[src/rtl/mem_arbiter_rr.sv]
// Round-robin arbiter sharing one memory channel among NUM_CONSUMERS requesters.
// One transaction is in flight at a time; outputs are registered and cleared by reset_n.
module mem_arbiter_rr #(
  parameter int ADDR_BITS     = 8,
  parameter int DATA_BITS     = 16,
  parameter int NUM_CONSUMERS = 4,
  parameter int WRITE_ENABLE  = 1
) (
  input  logic                                 clk,
  input  logic                                 reset_n,
  input  logic [NUM_CONSUMERS-1:0]             consumer_read_valid,
  input  logic [NUM_CONSUMERS*ADDR_BITS-1:0]   consumer_read_address,
  output logic [NUM_CONSUMERS-1:0]             consumer_read_ready,
  output logic [NUM_CONSUMERS*DATA_BITS-1:0]   consumer_read_data,
  input  logic [NUM_CONSUMERS-1:0]             consumer_write_valid,
  input  logic [NUM_CONSUMERS*ADDR_BITS-1:0]   consumer_write_address,
  input  logic [NUM_CONSUMERS*DATA_BITS-1:0]   consumer_write_data,
  output logic [NUM_CONSUMERS-1:0]             consumer_write_ready,
  output logic                                 mem_read_valid,
  output logic [ADDR_BITS-1:0]                 mem_read_address,
  input  logic                                 mem_read_ready,
  input  logic [DATA_BITS-1:0]                 mem_read_data,
  output logic                                 mem_write_valid,
  output logic [ADDR_BITS-1:0]                 mem_write_address,
  output logic [DATA_BITS-1:0]                 mem_write_data,
  input  logic                                 mem_write_ready,
  output logic                                 busy,
  output logic [$clog2(NUM_CONSUMERS)-1:0]     grant_id,
  output logic [2:0]                           state_dbg
);

  localparam int IDW = $clog2(NUM_CONSUMERS);

  // Handshake: a consumer raises valid and holds it (with stable address/data)
  // until it sees its ready; ready then stays high until that valid drops.
  // The memory side completes a request on the first cycle its ready is high
  // while the matching valid is high.
  typedef enum logic [2:0] {
    IDLE           = 3'd0,
    READ_WAITING   = 3'd1,
    WRITE_WAITING  = 3'd2,
    READ_RELAYING  = 3'd3,
    WRITE_RELAYING = 3'd4
  } state_t;

  state_t state, state_n;

  logic [IDW-1:0]                       rr_ptr, rr_ptr_n;
  logic [IDW-1:0]                       grant_n;
  logic [IDW-1:0]                       sel_idx, cand;
  logic                                 sel_found;
  logic [NUM_CONSUMERS-1:0]             eligible;
  logic                                 mrv_n, mwv_n;
  logic [ADDR_BITS-1:0]                 mra_n, mwa_n;
  logic [DATA_BITS-1:0]                 mwd_n;
  logic [NUM_CONSUMERS-1:0]             crr_n, cwr_n;
  logic [NUM_CONSUMERS*DATA_BITS-1:0]   crd_n;

  // Write requests are invisible to arbitration in a read-only build.
  assign eligible  = consumer_read_valid |
                     ({NUM_CONSUMERS{WRITE_ENABLE != 0}} & consumer_write_valid);
  assign busy      = (state != IDLE);
  assign state_dbg = state;

  // First eligible consumer at or after rr_ptr, wrapping modulo NUM_CONSUMERS.
  always_comb begin
    sel_found = 1'b0;
    sel_idx   = '0;
    cand      = '0;
    for (int i = 0; i < NUM_CONSUMERS; i++) begin
      cand = rr_ptr + IDW'(i);
      if (!sel_found && eligible[cand]) begin
        sel_found = 1'b1;
        sel_idx   = cand;
      end
    end
  end

  always_comb begin
    state_n  = state;
    rr_ptr_n = rr_ptr;
    grant_n  = grant_id;
    mrv_n    = mem_read_valid;
    mra_n    = mem_read_address;
    mwv_n    = mem_write_valid;
    mwa_n    = mem_write_address;
    mwd_n    = mem_write_data;
    crr_n    = consumer_read_ready;
    cwr_n    = consumer_write_ready;
    crd_n    = consumer_read_data;
    case (state)
      IDLE: begin
        if (sel_found) begin
          grant_n  = sel_idx;
          rr_ptr_n = sel_idx + IDW'(1);
          if (consumer_read_valid[sel_idx]) begin
            mrv_n   = 1'b1;
            mra_n   = consumer_read_address[sel_idx*ADDR_BITS +: ADDR_BITS];
            state_n = READ_WAITING;
          end else begin
            mwv_n   = 1'b1;
            mwa_n   = consumer_write_address[sel_idx*ADDR_BITS +: ADDR_BITS];
            mwd_n   = consumer_write_data[sel_idx*DATA_BITS +: DATA_BITS];
            state_n = WRITE_WAITING;
          end
        end
      end
      READ_WAITING: begin
        if (mem_read_ready) begin
          mrv_n                                   = 1'b0;
          crr_n[grant_id]                         = 1'b1;
          crd_n[grant_id*DATA_BITS +: DATA_BITS]  = mem_read_data;
          state_n                                 = READ_RELAYING;
        end
      end
      WRITE_WAITING: begin
        if (mem_write_ready) begin
          mwv_n           = 1'b0;
          cwr_n[grant_id] = 1'b1;
          state_n         = WRITE_RELAYING;
        end
      end
      READ_RELAYING: begin
        if (!consumer_read_valid[grant_id]) begin
          crr_n[grant_id] = 1'b0;
          state_n         = IDLE;
        end
      end
      WRITE_RELAYING: begin
        if (!consumer_write_valid[grant_id]) begin
          cwr_n[grant_id] = 1'b0;
          state_n         = IDLE;
        end
      end
      default: begin
        state_n = IDLE;
      end
    endcase
  end

  always_ff @(posedge clk or negedge reset_n) begin
    if (!reset_n) begin
      state                <= IDLE;
      rr_ptr               <= '0;
      grant_id             <= '0;
      mem_read_valid       <= 1'b0;
      mem_read_address     <= '0;
      mem_write_valid      <= 1'b0;
      mem_write_address    <= '0;
      mem_write_data       <= '0;
      consumer_read_ready  <= '0;
      consumer_write_ready <= '0;
      consumer_read_data   <= '0;
    end else begin
      state                <= state_n;
      rr_ptr               <= rr_ptr_n;
      grant_id             <= grant_n;
      mem_read_valid       <= mrv_n;
      mem_read_address     <= mra_n;
      mem_write_valid      <= mwv_n;
      mem_write_address    <= mwa_n;
      mem_write_data       <= mwd_n;
      consumer_read_ready  <= crr_n;
      consumer_write_ready <= cwr_n;
      consumer_read_data   <= crd_n;
    end
  end

endmodule

[config.mk]
export PLATFORM = sky130hd
export DESIGN_NAME = mem_arbiter_rr
export DESIGN_NICKNAME = d
export VERILOG_FILES = /design/src/rtl/mem_arbiter_rr.sv
export SDC_FILE = /design/constraint.sdc
export NUM_CORES = 1
export LEC_CHECK = 0
export ABC_AREA = 1
export CAP_MARGIN = 25
export CORE_MARGIN = 2
export CORE_UTILIZATION = 25
export DETAILED_ROUTE_END_ITERATION = 12
export SKIP_CTS_REPAIR_TIMING = 1
export SYNTH_ARGS = -nofsm -noshare
export SYNTH_HDL_FRONTEND = slang
export SYNTH_SLANG_ARGS = --single-unit
[constraint.sdc]
create_clock -name clk -period 2.2 [get_ports clk]
set_clock_uncertainty 0.1 [all_clocks]
set_input_delay 0.44 -clock clk [delete_from_list [all_inputs] [get_ports clk]]
set_output_delay 0.44 -clock clk [all_outputs]
set_load 0.02 [all_outputs]
# Word-level counts from Yosys, hierarchy flattened
# Cells that the tools add are included.
dict set report totals {
  ff_bits 113
  in_bits 156
  out_inout_bits 112
  wordCells 114
}
dict set report classes {
  n_addsub 5
  order_cmp 7
  eq_ne 11
  shift 5
  muxes 46
  n_bitwise 7
  n_reduce_logical 22
}
# operator count
set ops {}
lappend ops {{64-bit bitwise mux} 1}
lappend ops {{16-bit by 34-bit variable shift with 64-bit output, first input constant} 1}
lappend ops {{16-bit by 34-bit indexed part select with 64-bit output} 1}
lappend ops {{32-bit by 6-bit indexed part select with 8-bit output} 2}
lappend ops {{64-bit by 7-bit indexed part select with 16-bit output} 1}
lappend ops {{6-bit negator with 34-bit output} 1}
lappend ops {{2-bit by 3-bit less-than comparator with 1-bit output, second input constant} 6}
lappend ops {{1-bit two-way mux} 18}
lappend ops {{4-bit two-way mux} 4}
lappend ops {{4-bit one-hot mux with 2 select lines} 2}
lappend ops {{3-bit two-way mux} 5}
lappend ops {{3-bit one-hot mux with 5 select lines} 1}
lappend ops {{1-bit binary-select mux with 2-bit select} 7}
lappend ops {{2-bit inequality test, second input constant} 7}
lappend ops {{4-bit bitwise OR} 3}
lappend ops {{3-bit AND reduction} 4}
lappend ops {{2-bit two-way mux} 5}
lappend ops {{4-bit AND} 2}
lappend ops {{4-bit AND reduction} 2}
lappend ops {{2-bit nonzero test} 4}
lappend ops {{3-bit by 2-bit == test with 1-bit output, second input constant} 2}
lappend ops {{5-bit AND reduction} 1}
lappend ops {{2-bit by 1-bit adder with 2-bit output, second input constant} 2}
lappend ops {{2-bit adder, second input constant} 2}
lappend ops {{12 further kinds} 19}

# Longest topological paths before layout
# Gate-level depths: netlist of run 1.
dict set report logic_depth {
  word_depth 18
  depth_mapped 19
  depth_no_buf 17
}

# Least setup slack after synthesis of run 1
# OpenSTA, ideal clock, no wires.
dict set report synth_path {
  path_kind {reg-to-reg}
  startpoint {register grant_id[0]}
  endpoint {register consumer_read_data[32]}
  setup_ns 0.066
  arrival_ns 2.388
  required_time_ns 2.034
  path_slack_ns -0.354
  stages_incl_launch_ff 10
  n_path_buf 3
  period_less_slack_ns 2.554
  path_cell_list {dfrtp_1 -> clkbuf_1 -> clkinv_1 -> ha_1 -> clkbuf_1 -> inv_1 -> nor2_1 -> clkbuf_1 -> nand3_1 -> nand2_1}
}
dict set report synth_via {
  elab_chain_len 3
  word_cells_on_any_way 4
  classes_between {1 x add/sub; 2 x shift; 1 x mux}
}
# item line_no
set synth_lines {}
lappend synth_lines {{from (decl)} 28} ;# output logic [$clog2(NUM_CONSUMERS)-1:0] grant_id,
lappend synth_lines {{from (signal assigned)} 157} ;# grant_id <= grant_n;
lappend synth_lines {{6-bit negator with 34-bit output (*)} 112} ;# crd_n[grant_id*DATA_BITS +: DATA_BITS] = mem_read_data;
lappend synth_lines {{16-bit by 34-bit indexed part select with 64-bit output / 16-bit by 34-bit variable shift with 64-bit output (equally long branches)} 112}
lappend synth_lines {{64-bit bitwise mux (*)} 112}
lappend synth_lines {{to (signal assigned)} 165} ;# consumer_read_data <= crd_n;
lappend synth_lines {{to (decl)} 14} ;# output logic [NUM_CONSUMERS*DATA_BITS-1:0] consumer_read_data,
# Every way passes the cells marked *; elsewhere a longest branch is shown, timed or not.
# A chain may end at the register's enable or synchronous reset.

# Final worst setup path of run 1
dict set report layout_path {
  startpoint {register rr_ptr[0]}
  endpoint {register mem_read_address[5]}
}
dict set report layout_via {
  elab_chain_len 15
  word_cells_on_any_way 29
  classes_between {3 x add/sub; 1 x shift; 18 x mux; 7 x reduce/logical}
}
# item line_no
set layout_lines {}
lappend layout_lines {{from (decl)} 48} ;# logic [IDW-1:0] rr_ptr, rr_ptr_n;
lappend layout_lines {{from (signal assigned)} 156} ;# rr_ptr <= rr_ptr_n;
lappend layout_lines {{parallel branches: the longest is 15 deep, another holds 2-bit by 1-bit adder with 2-bit output} -}
lappend layout_lines {{to (signal assigned)} 159} ;# mem_read_address <= mra_n;
lappend layout_lines {{to (decl)} 20} ;# output logic [ADDR_BITS-1:0] mem_read_address,
# Parallel ways; which one is timed is not known. The select of a mux whose other input is x is not followed.

==> flow_summary.ini, run 1 <==
[sta]
finalWorstSetupSlack_ps = -197
tns_ps = -5460
maxSlewHeadroom = 0.531
worstMarginPinSlew_ps = 703
max_freq_mhz = 417
hold_viol_final = 0
rsz0062_at_grt = yes
fin_crit_ps = 2400
post-route-period-util = 1.09
report.final.slew_viol_count = 0
finalSetupViolCount = 35

[final_layout]
multi_input_area_mm2 = 0.00341
final.fill_count = 2601
final_util = 0.436
regArea_mm2 = 0.00283
syn2layout_area_growth_pct = 70.6
fin_nets = 1324
drive_above_1_share = 0.185

[logic_synthesis]
netlist_top_cells_count = nand2_1, dfrtp_1, o21ai_0
synth-xor-area-share = 0
async_flop_share = 1.00
synth_ff_type = dfrtp_1
synth_top_family_by_area = simple AND/OR/NAND/NOR gates
ys_ff_latch = 113
yosysTopAreaCell = dfrtp_1
synth_edf_count = 0
synth_area_mm2 = 0.00645
synth_fa_ha_area_frac = 0.00970
synth_mux_area_frac = 0.00524
yosys_warnings = 0
ys_seq_area_frac = 0.438
synth_top_area_frac = 0.438
yosysUniqueCellTypes = 36
postSynthAreaPerCell_um2 = 7.54
synth_compound_area_frac = 0.162
netlist_instances = 855
synthTopCellsByArea = dfrtp_1, nand2_1, o21ai_0
yosys.area_share.simple = 0.295
synth.most_common_cell = nand2_1
synth_nets = 1016

[placed_design]
dpl_worst_slack_ps = -715
dp_hpwl_um = 17800
numPortBuffers = 267
gp_congestion = 0.861

[routing]
via_per_inst = 4.67
ant_nets = 0
firstDrtPassIters = 4
top_layer = met4
drtIter0Drc = 380
finalWirelength_um = 25100
m1WireLength_um = 10100
routed-wl-met3_um = 2020
routedWlPerCell_um = 16.7
drc = 0
met2_wirelength_um = 12600
num_vias = 7034

[critical_path]
start_kind = register
critPathRequiredTime_ps = 2460
rr_startpoint = rr_ptr[0]
worstPathArrival_ps = 2650
critPathLaunch = rr_ptr[0]
path_class = register to register
endpoint_kind = register
reg2reg_depth = 18
critPathMaxFanout = 7

[grt]
grt_pass1_vias = 6783
grt_overflow = 0
antenna_found_initial = 1
track_usage = 0.175
grt_max_degree = 41
grt_pass1_wl_um = 36600

[clocking]
cts_num_sinks = 113
htreeDepth = 4
cts_tree = yes
cts_buffer_depth = 2
cts_root_buf = clkbuf_16
insertion_delay_ps = 420
cts.clk_slew.worst_paths_ps = 60
cts_made_buffers = 17

[floorplanning]
io_pins = 268
initial_utilization = 0.255
num_rows = 58
core_area_mm2 = 0.0253
die_w_um = 165
die_height_um = 165
die-area_mm2 = 0.0271

[worst_hold_path]
hold_class = register to register
min_from = mem_write_address[3]
hold_depth = 2

[flow_run]
cap_violations = 0

[power_and_ir_drop]
ir_worst_vdd_mv = 0.756
p_per_area_mw_per_mm2 = 1660
p_leak_nw = 5.20

[run_status]
failed_checks = negative setup slack
status = finished, violations left
==> layout make-up <==
cell class / instances / share of cell area
antenna: 1 / 0.000227
clock buffer: 20 / 0.0406
clock inverter: 11 / 0.0126
inverter: 79 / 0.0280
multi-input combinational: 613 / 0.310
sequential: 113 / 0.257
tap: 330 / 0.0375
timing repair buffer: 339 / 0.314
==> path summary, 6_finish.rpt <==
path / endpoint / slack [ps]
worst max-delay path: mem_read_address[5] / -200
max in group asynchronous: async pin / 1000
worst min register to register: mem_write_address[3] / 380
worst min-delay path: mem_write_address[3] / 380
min in group asynchronous: consumer_read_data[4] / 390
worst max register to register: mem_read_address[5] / -200
==> placed cells by master, fill, tap and decap left out, types with 3 or more instances in the layout <==
cell	n
a21oi_1	12
buf_12	13
buf_4	47
buf_6	9
bufinv_16	3
clkbuf_16	18
clkdlybuf4s50_1	261
clkinv_2	6
dfrtp_1	111
dlymetal6s2s_1	5
ha_1	5
inv_1	71
inv_2	4
mux2_2	3
nand2_1	184
nand2_2	37
nand2_4	14
nand2_8	5
nand3_1	69
nand3_2	15
nand4_1	18
nor2_1	45
nor2_2	3
nor2_4	5
nor3_1	7
o211ai_1	8
o211ai_2	16
o21ai_0	86
o21ai_1	44
o21ai_2	4
o31ai_1	3
or2_1	22
==> registers in the layout, indices dropped and copies added, names as in the netlist, named ones only <==
| signal | count |
|---|---|
| state_dbg | 3 |
| consumer_read_data | 64 |
| mem_write_data | 16 |
| mem_read_address | 8 |
| grant_id | 2 |
| rr_ptr | 2 |
| mem_read_valid | 1 |
| mem_write_address | 8 |
| mem_write_valid | 1 |
==> cell families (layout without fill, tap and decap cells) <==
| logic type | Yosys count | count (layout) |
|---|---|---|
| simple gates | 425 | 428 |
| compound gates | 177 | 177 |
| buf+inv | 132 | 449 |
| flops | 113 | 113 |
| fa+ha+maj | 5 | 5 |
| mux | 3 | 3 |
| other cells | 0 | 1 |
==> power by group <==
group	switching [mW]	internal (mW)
sequential	0.577	2.95
clock	1.01	1.79
combinational	6.90	5.07
total	8.49	9.82
==> worst max-delay path: stages, from the launching register on <==
cell	delay [ps]
dfrtp_2	470
clkinv_4	170
nand2_4	130
nand2_4	50
nand2_2	60
nand2_2	60
nand2_2	90
nand2_2	50
nand2_2	100
nand3_4	100
buf_6	130
nand2_2	70
nand2_2	70
nand2_4	100
nand2_8	90
nor2_4	200
buf_6	140
o21ai_1	60
nand2_1	60
==> layer usage <==
layer	global-route usage	up-vias
li1	-	3441
met5	0	-
met1	0.210	3280
met2	0.303	287
met3	0.0535	26
met4	0.0498	0
==> through the flow <==
stage                     cells  area [µm²]  hold slack [ps]  total power, mW
after global routing       1505       11000              393             19.7
after CTS                  1484       10400             -168             16.8
after detailed placement   1453        9770              280             13.9
after global placement     1453        9770              282             13.8
final                      1506       11000              375             18.3
after floorplan             855        6460             44.4             9.56
Power figures use the tool's default switching activity.
==> inputs of run 2 (changes only) <==
--- a/config.mk
+++ b/config.mk
@@ -7,10 +7,12 @@
 export LEC_CHECK = 0
 export ABC_AREA = 1
 export CAP_MARGIN = 25
-export CORE_MARGIN = 2
+export CORE_MARGIN = 3
 export CORE_UTILIZATION = 25
 export DETAILED_ROUTE_END_ITERATION = 12
+export GPL_ROUTABILITY_DRIVEN = 0
 export SKIP_CTS_REPAIR_TIMING = 1
 export SYNTH_ARGS = -nofsm -noshare
 export SYNTH_HDL_FRONTEND = slang
 export SYNTH_SLANG_ARGS = --single-unit
+export TNS_END_PERCENT = 30
==> flow_summary.ini, run 2 (synthesis results as in run 1) <==
[run_status]
status = finished, violations left
failed_checks = negative setup slack

[final_layout]
num_antenna_cells = 0
largest-register = consumer_read_data
fin_nets = 1344
layout.cells.non_filler = 1526
final_cell_mix = clkdlybuf4s50_1, nand2_1, dfrtp_1
largest_reg_flops = 64
largestRegisters = consumer_read_data (64), mem_write_data (16)
drive_above_1_share = 0.199
syn2layout_area_growth_pct = 74.8
final_util = 0.446
fin_area_mm2 = 0.0113
layout_commonest_cell = clkdlybuf4s50_1

[critical_path]
critPathRequiredTime_ps = 2410
path_class = input pin to register
start_kind = input pin
worstPathArrival_ps = 2550
endpoint_kind = register
critPathMaxFanout = 8

[routing]
routedWlPerCell_um = 16.8
ant_nets = 0
drc = 0
via_per_inst = 4.70
finalWirelength_um = 25600
num_vias = 7171
firstDrtPassIters = 5
drtIter0Drc = 363

[placed_design]
place_area_mm2 = 0.00996
placed_cells = 1475
numPortBuffers = 267
dp_hpwl_um = 18200
dpl_worst_slack_ps = -738

[worst_hold_path]
hold_class = register to register

[power_and_ir_drop]
p_int_mw = 10.5
ir_worst_vdd_mv = 0.681
total_power_mw = 19.1
seqPwrFrac = 0.185
power_frac_clock = 0.154
p_sw_frac = 0.453
p_leak_nw = 5.38
power_switching_mw = 8.67
p_per_area_mw_per_mm2 = 1700
comb_power_share = 0.661

[grt]
grt_overflow = 0
grt_pass1_vias = 7019
antenna_found_initial = 2
grt_max_degree = 40
grt_pass1_wl_um = 38600
track_usage = 0.172

[sta]
post-route-period-util = 1.06
hold_viol_final = 0
fin_crit_ps = 2340
maxSlewHeadroom = 0.514
rsz0062_at_grt = yes
finalSetupViolCount = 35
report.final.slew_viol_count = 0
worstMarginPinSlew_ps = 729
worst_hold_slack_ps = 375
finalWorstSetupSlack_ps = -141
tns_ps = -3780
max_freq_mhz = 427

[clocking]
cts_tree = yes
cts_made_buffers = 17
cts_buffer_depth = 2
cts_num_sinks = 113
insertion_delay_ps = 410
htreeDepth = 4
cts_root_buf = clkbuf_16
cts.clk_slew.worst_paths_ps = 60

[floorplanning]
core_area_mm2 = 0.0253
io_pins = 268
die_w_um = 167
die_height_um = 167
num_rows = 58
die-area_mm2 = 0.0278
initial_utilization = 0.255

[flow_run]
cap_violations = 0
[run 2: layout make-up]
class / count / area (µm²)
Clock inverter: 11 / 151
Sequential cell: 113 / 2830
Multi-Input combinational cell: 610 / 3350
Inverter: 79 / 313
Clock buffer: 21 / 480
Tap cell: 330 / 413
Timing Repair Buffer: 362 / 3730
Fill cell: 2455 / 14000
[run 2: worst paths after layout]
kind                                   startpoint  slack (ps)  cells past startpoint                     end
max                        consumer_read_valid[0]        -140                     18      mem_write_data[10]
min reg2reg                  mem_write_address[7]         380                      2    mem_write_address[7]
min                          mem_write_address[7]         380                      2    mem_write_address[7]
max in group asynchronous                 reset_n         960                      3  consumer_read_data[36]
min in group asynchronous                 reset_n         470                      2  consumer_read_data[27]
max reg2reg                             rr_ptr[0]        -120                     15       mem_write_data[6]
[run 2: worst max-delay path: stages]
cell and delay [ps]:
clkdlybuf4s50_1 430, nor2_2 190, nand2_1 120, nand2_2 90, nand2_1 60, nand2_2 70, nand2_2 60, nand2_1 70
nand2_2 70, nand3_4 120, buf_12 160, inv_8 60, buf_12 140, buf_4 140, o211ai_2 120, nand2_1 70
nand3_1 70, nand2_1 50
[run 2: metal layers]
metal | global-route usage | part of all wire
met1 | 0.217 | 0.41
met2 | 0.288 | 0.48
met3 | 0.0506 | 0.080
met4 | 0.0491 | 0.021
met5 | 0 | 0.0011
[run 2: power groups by stage]
stage                     sequential [mW]  combinational, mW  clock [mW]
after global routing                 3.65               13.7        3.11
after detailed placement             3.53               10.8           0
final                                3.53               12.7        2.94
after CTS                            3.52               10.8        3.00
after global placement               3.54               10.7           0
after floorplan                      4.43               5.13           0
